--- src/rtl/id_stage.sv ---
// id_stage: LoongArch32 decode stage with register file, forwarding, load-use interlock and branch resolution
module id_stage (
  input  logic        clk,
  input  logic        resetn,
  input  logic        if_to_id_valid,
  input  logic [31:0] if_inst,
  input  logic [31:0] if_pc,
  output logic        id_allowin,
  output logic        br_taken,
  output logic [31:0] br_target,
  input  logic        ex_allowin,
  output logic        id_to_ex_valid,
  output logic [31:0] ex_pc,
  output logic [11:0] alu_op,
  output logic [31:0] alu_src1,
  output logic [31:0] alu_src2,
  output logic        rf_we,
  output logic [4:0]  rf_waddr,
  output logic        mem_we,
  output logic        res_from_mem,
  output logic [31:0] st_data,
  input  logic        ex_dest_valid,
  input  logic        ex_is_load,
  input  logic [4:0]  ex_dest,
  input  logic [31:0] ex_result,
  input  logic        mem_dest_valid,
  input  logic [4:0]  mem_dest,
  input  logic [31:0] mem_result,
  input  logic        wb_rf_we,
  input  logic [4:0]  wb_rf_waddr,
  input  logic [31:0] wb_rf_wdata
);
  logic        id_valid;
  logic [31:0] id_pc;
  logic [31:0] id_inst;
  logic [31:0] rf [32];
  logic [4:0]  rd, rj, rk;
  logic [11:0] si12;
  logic [15:0] si16;
  logic [19:0] si20;
  logic [25:0] offs26;
  logic [16:0] op17;
  logic [9:0]  op10;
  logic [5:0]  op6;
  logic [6:0]  op7;
  logic i_add, i_sub, i_slt, i_sltu, i_nor, i_and, i_or, i_xor;
  logic i_slli, i_srli, i_srai, i_addi, i_ld, i_st;
  logic i_jirl, i_b, i_bl, i_beq, i_bne, i_lu12i;
  logic is_reg, is_shf, is_mimm, use_rj, use_rk, use_rd, link, taken;
  logic load_use, id_ready_go;
  logic [31:0] rj_val, rk_val, rd_val, br_off16, br_off26;

  assign rd     = id_inst[4:0];
  assign rj     = id_inst[9:5];
  assign rk     = id_inst[14:10];
  assign si12   = id_inst[21:10];
  assign si16   = id_inst[25:10];
  assign si20   = id_inst[24:5];
  assign offs26 = {id_inst[9:0], id_inst[25:10]};
  assign op17   = id_inst[31:15];
  assign op10   = id_inst[31:22];
  assign op6    = id_inst[31:26];
  assign op7    = id_inst[31:25];

  assign i_add   = op17 == 17'h20;
  assign i_sub   = op17 == 17'h22;
  assign i_slt   = op17 == 17'h24;
  assign i_sltu  = op17 == 17'h25;
  assign i_nor   = op17 == 17'h28;
  assign i_and   = op17 == 17'h29;
  assign i_or    = op17 == 17'h2a;
  assign i_xor   = op17 == 17'h2b;
  assign i_slli  = op17 == 17'h81;
  assign i_srli  = op17 == 17'h89;
  assign i_srai  = op17 == 17'h91;
  assign i_addi  = op10 == 10'h00a;
  assign i_ld    = op10 == 10'h0a2;
  assign i_st    = op10 == 10'h0a6;
  assign i_jirl  = op6 == 6'h13;
  assign i_b     = op6 == 6'h14;
  assign i_bl    = op6 == 6'h15;
  assign i_beq   = op6 == 6'h16;
  assign i_bne   = op6 == 6'h17;
  assign i_lu12i = op7 == 7'h0a;

  assign is_reg  = i_add | i_sub | i_slt | i_sltu | i_nor | i_and | i_or | i_xor;
  assign is_shf  = i_slli | i_srli | i_srai;
  assign is_mimm = i_addi | i_ld | i_st;
  assign link    = i_bl | i_jirl;
  assign use_rj  = is_reg | is_shf | is_mimm | i_jirl | i_beq | i_bne;
  assign use_rk  = is_reg;
  assign use_rd  = i_st | i_beq | i_bne;

  assign rj_val = rj == 5'd0 ? 32'd0 :
                  (ex_dest_valid & ~ex_is_load & ex_dest == rj) ? ex_result :
                  (mem_dest_valid & mem_dest == rj) ? mem_result :
                  (wb_rf_we & wb_rf_waddr == rj) ? wb_rf_wdata : rf[rj];
  assign rk_val = rk == 5'd0 ? 32'd0 :
                  (ex_dest_valid & ~ex_is_load & ex_dest == rk) ? ex_result :
                  (mem_dest_valid & mem_dest == rk) ? mem_result :
                  (wb_rf_we & wb_rf_waddr == rk) ? wb_rf_wdata : rf[rk];
  assign rd_val = rd == 5'd0 ? 32'd0 :
                  (ex_dest_valid & ~ex_is_load & ex_dest == rd) ? ex_result :
                  (mem_dest_valid & mem_dest == rd) ? mem_result :
                  (wb_rf_we & wb_rf_waddr == rd) ? wb_rf_wdata : rf[rd];

  assign load_use = id_valid & ex_dest_valid & ex_is_load & ex_dest != 5'd0 &
                    ((use_rj & ex_dest == rj) | (use_rk & ex_dest == rk) | (use_rd & ex_dest == rd));
  assign id_ready_go    = ~load_use;
  assign id_allowin     = ~id_valid | (id_ready_go & ex_allowin);
  assign id_to_ex_valid = id_valid & id_ready_go;

  assign taken     = i_b | link | (i_beq & rj_val == rd_val) | (i_bne & rj_val != rd_val);
  assign br_taken  = id_valid & id_ready_go & ex_allowin & taken;
  assign br_off16  = {{14{si16[15]}}, si16, 2'b00};
  assign br_off26  = {{4{offs26[25]}}, offs26, 2'b00};
  assign br_target = (i_b | i_bl) ? id_pc + br_off26 : i_jirl ? rj_val + br_off16 : id_pc + br_off16;

  assign ex_pc        = id_pc;
  assign alu_op       = {i_lu12i, i_srai, i_srli, i_slli, i_xor, i_or, i_nor, i_and, i_sltu, i_slt, i_sub,
                         i_add | is_mimm | link};
  assign alu_src1     = link ? id_pc : rj_val;
  assign alu_src2     = is_reg  ? rk_val :
                        is_shf  ? {27'd0, rk} :
                        is_mimm ? {{20{si12[11]}}, si12} :
                        i_lu12i ? {si20, 12'd0} :
                        link    ? 32'd4 : 32'd0;
  assign rf_we        = is_reg | is_shf | i_addi | i_ld | i_lu12i | link;
  assign rf_waddr     = i_bl ? 5'd1 : rd;
  assign mem_we       = i_st;
  assign res_from_mem = i_ld;
  assign st_data      = rd_val;

  // pipeline register: load when ID can accept, dropping the wrong-path fetch on a taken branch
  always_ff @(posedge clk) begin
    if (!resetn) id_valid <= 1'b0;
    else if (id_allowin) begin
      id_valid <= if_to_id_valid & ~br_taken;
      id_pc    <= if_pc;
      id_inst  <= if_inst;
    end
  end

  // register file write port; r0 stays hardwired to zero
  always_ff @(posedge clk) begin
    if (wb_rf_we && wb_rf_waddr != 5'd0) rf[wb_rf_waddr] <= wb_rf_wdata;
  end
endmodule
--- config.mk ---
export PLATFORM = sky130hd
export DESIGN_NAME = id_stage
export DESIGN_NICKNAME = d
export VERILOG_FILES = /design/src/rtl/id_stage.sv
export SDC_FILE = /design/constraint.sdc
export NUM_CORES = 2
export LEC_CHECK = 0
export ABC_CLOCK_PERIOD_IN_PS = 10800
export CAP_MARGIN = 20
export CORE_UTILIZATION = 28
export CTS_BUF_LIST = sky130_fd_sc_hd__clkbuf_8 sky130_fd_sc_hd__clkbuf_16
export CTS_CLUSTER_SIZE = 12
export DETAILED_ROUTE_END_ITERATION = 16
export PLACE_DENSITY = 0.51
export SKIP_CTS_REPAIR_TIMING = 1
export SYNTH_ARGS = -nofsm -noshare
export SYNTH_HDL_FRONTEND = slang
export SYNTH_SLANG_ARGS = --single-unit
--- constraint.sdc ---
create_clock -name clk -period 10.8 [get_ports clk]
set_input_delay 3.24 -clock clk [delete_from_list [all_inputs] [get_ports clk]]
set_output_delay 3.24 -clock clk [all_outputs]
set_load 0.02 [all_outputs]
==> results by group <==
Outcome
  – Status: finished, violations left
  – Violated checks: setup timing

Floorplan
  – Die W: 488 um
  – FP Rows: 178
  – IO Count: 366
  – Chip height: 488 um
  – Core box area: 235,000 sq um
  – Full die area: 239,000 sq um
  – Initial Utilization: 0.282

Final layout
  – Post-Layout Cell Count: 8,466
  – Fillers: 22,589
  – Area grow syn2layout: 26.4%
  – Design Area, Final: 83,700 sq um
  – Fin util: 0.356
  – Share of layout cells above drive strength 1: 0.364
  – Area of the multi-input gates: 32,400 sq um
  – Register area: 33,000 sq um
  – Nets: 5,445

Worst setup path
  – Reg2Reg Setup Slack: 5010 ps
  – Crit path launch type: input port
  – Setup crit end kind: output port
  – Crit path from: mem_dest[4]
  – Reg2reg path depth: 16
  – CP arrival: 7800 ps
  – Worst-path fanout max: 6
  – Critical Path End: br_target[30]
  – R2r endpoint: id_valid
  – CP required: 7560 ps
  – Crit Path Class: in2out

Timing
  – RSZ-0062 raised after global routing: true
  – Clock Skew: 33.0 ps
  – Final WS setup: -241 ps
  – Final hold violations: 0
  – F_max: 0.0906 GHz
  – Final Cycle Share: 1.02
  – Final setup fails: 7
  – Tightest Pin Transition: 1290 ps
  – Rel. slew slack: 0.136
  – Tmin final: 11,040 ps
  – Final Max Tran Viols: 0

Placement
  – DP HPWL: 242,000 um
  – Placed instance area: 78,300 sq um
  – Pre-CTS setup slack: -2050 ps
  – Placed Cells: 8,189
  – Final GP Congestion: 1.02
  – # port buffers: 365

Synthesis
  – Post-synthesis register bit count: 1,104
  – Asr flop ratio synth: 0
  – Post-synth cell types: 86
  – Mean Syn Cell Area: 15.1 sq um
  – Yosys warning count: 0
  – Mapped Cells: 4,397
  – EDFF count, synth: 1,088
  – Dominant synthesized flop cell: edfxtp_1
  – Leading area contributor after synthesis: edfxtp_1
  – Synth top area share: 0.493
  – Sequential share of the synthesized area: 0.498
  – Synthesized area: 66,300 sq um
  – Top cells by area, synth: edfxtp_1, mux4_2, mux2i_1

Job
  – Max-cap violations: 0

Route
  – DR iter-0 viols: 8,994
  – DRT Wirelength: 352,000 um
  – Vias per inst: 6.33
  – Final ANT Viol Nets: 0
  – WL per Instance: 41.6 um
  – Post-route DRC: 0
  – First drt pass iteration count: 8
  – DR vias: 53,598

Global routing
  – Largest net degree at the start of global routing: 91
  – Initial antenna violation count: 24
  – Global route total overflow: 0
  – Global Route Usage Sum: 0.289
  – First-pass GRT wire length: 464,000 um
  – Vias in the first global route: 51,052

Clock network
  – Clock Pin Slew Worst Setup and Hold Paths: 60 ps
  – CTS tree: yes
  – Longest Clk Path Bufs: 3
  – Root Driver: clkbuf_16
  – CTS Buf Count: 136
  – Num Clock Sinks: 1,104
  – Htree depth: 4
  – Clock latency on the worst-skew pair: 820 ps

Power
  – LEAKAGE: 28.0 nW
  – Seq pwr share: 0.376
  – Comb power frac: 0.279
  – VDD IR max: 0.000152 V
  – Pwr dens: 159 nW/um^2
  – Final Power: 13.3 mW
  – Clk pwr share: 0.345
  – Internal Power: 8.95 mW
  – Sw frac: 0.325
  – Sw power: 4.32 mW

Worst hold path
  – HP Class: reg2reg
[sequential cells by signal (all words and copies together) (netlist names), named ones only]
signal	flops
id_inst	32
ex_pc	32
rf	1024
id_valid	1
[cells by family after synthesis]
| logic type | share of synthesized area |
|---|---|
| flops | 0.498 |
| mux | 0.294 |
| compound gates | 0.0893 |
| simple gates | 0.0618 |
| buf+inv | 0.0302 |
| xor+xnor | 0.0148 |
| fa+ha+maj | 0.0116 |
| other cells | 0.0000566 |
[through the flow]
| step | hold slack [ps] | TNS, ps |
|---|---|---|
| after detailed placement | 628 | -34640 |
| after CTS | 641 | -35600 |
| after global placement | 613 | -34090 |
| after floorplan | 572 | 0 |
| final | 650 | -1170 |
| after global routing | 715 | -2290 |
[cell type report]
type                       count  area share
multi-input combinational   2891       0.387
antenna                       15    0.000448
timing repair buffer        1035       0.117
clock buffer                 144      0.0426
clock inverter                93     0.00932
inverter                      34     0.00152
tap                         3150      0.0471
sequential                  1104       0.395
[power groups by stage]
| stage | clock network [mW] | logic (mW) | registers, mW |
|---|---|---|---|
| after detailed placement | 0 | 3.53 | 5.07 |
| after CTS | 4.61 | 3.55 | 4.98 |
| final | 4.58 | 3.71 | 4.99 |
| after global placement | 0 | 3.54 | 5.07 |
| after floorplan | 0 | 1.76 | 4.93 |
| after global routing | 4.75 | 3.77 | 4.99 |
[placed cells by master (no fill, tap or decap), types with 37 or more instances in the layout]
cell type | netlist | layout
xor2_1 | 49 | 47
o211ai_1 | 49 | 49
nand3_1 | 67 | 65
edfxtp_1 | 1088 | 1088
a221oi_1 | 41 | 37
o21ai_0 | 232 | 213
o22ai_1 | 137 | 136
nand2_1 | 287 | 282
mux4_2 | 780 | 780
mux2i_1 | 139 | 138
xnor2_1 | 63 | 50
ha_1 | 58 | 55
nor2_4 | 0 | 37
inv_1 | 33 | 53
nor2_1 | 174 | 131
clkdlybuf4s50_1 | 0 | 294
buf_4 | 50 | 599
nor3_1 | 65 | 59
clkbuf_16 | 0 | 141
a21oi_1 | 93 | 79
buf_12 | 1 | 93
nor2b_1 | 45 | 38
[worst max-delay path, cell delays in order]
cell and delay [ps]:
clkbuf_2 110, xnor2_2 150, buf_4 130, nand4_1 190
buf_4 220, buf_6 130, buf_12 140, buf_12 140
o2111ai_2 180, a311oi_2 130, a31oi_2 200, buf_4 150
o21ai_0 80, ha_1 340, a21o_1 180, a21o_1 170
a21o_1 180, a21o_1 180, a21o_1 170, a21oi_1 140
nor2_1 100, o311ai_4 260, a21oi_2 90, or3_1 350
a31o_2 260, buf_2 160
[worst min-delay path by stage]
stage	startpoint	to	slack (ps)	cells after the start
floorplan	id_valid	id_valid	570	3
global route	id_valid	id_valid	720	3
detailed placement	id_valid	id_valid	630	3
CTS	id_valid	id_valid	640	3
global placement	id_valid	id_valid	610	3
finish	id_valid	id_valid	650	3
[per-layer routing]
metal / vias to the layer above / global-route usage / part of all wire
met5: - / 0 / 0.00031
met3: 995 / 0.0911 / 0.13
li1: 20158 / - / -
met4: 16 / 0.189 / 0.078
met2: 4516 / 0.425 / 0.43
met1: 27913 / 0.365 / 0.36
[synth_stat cells, drive strengths merged (19+ instances only)]
cell type	count
edfxtp	1088
mux4	787
nand2	287
o21ai	232
clkbuf	203
buf	197
nor2	174
mux2i	139
o22ai	137
a21oi	94
nand3	67
nor3	66
xnor2	63
ha	58
o211ai	49
xor2	49
nor2b	45
a221oi	41
inv	33
mux2	32
nand2b	32
a21o	31
a211oi	30
and2	29
nor4	29
o2111ai	27
o21a	26
a31oi	23
nand4	23
o22a	21
or3	20
a22oi	19
No activity file was read; power rests on OpenSTA's default activity.
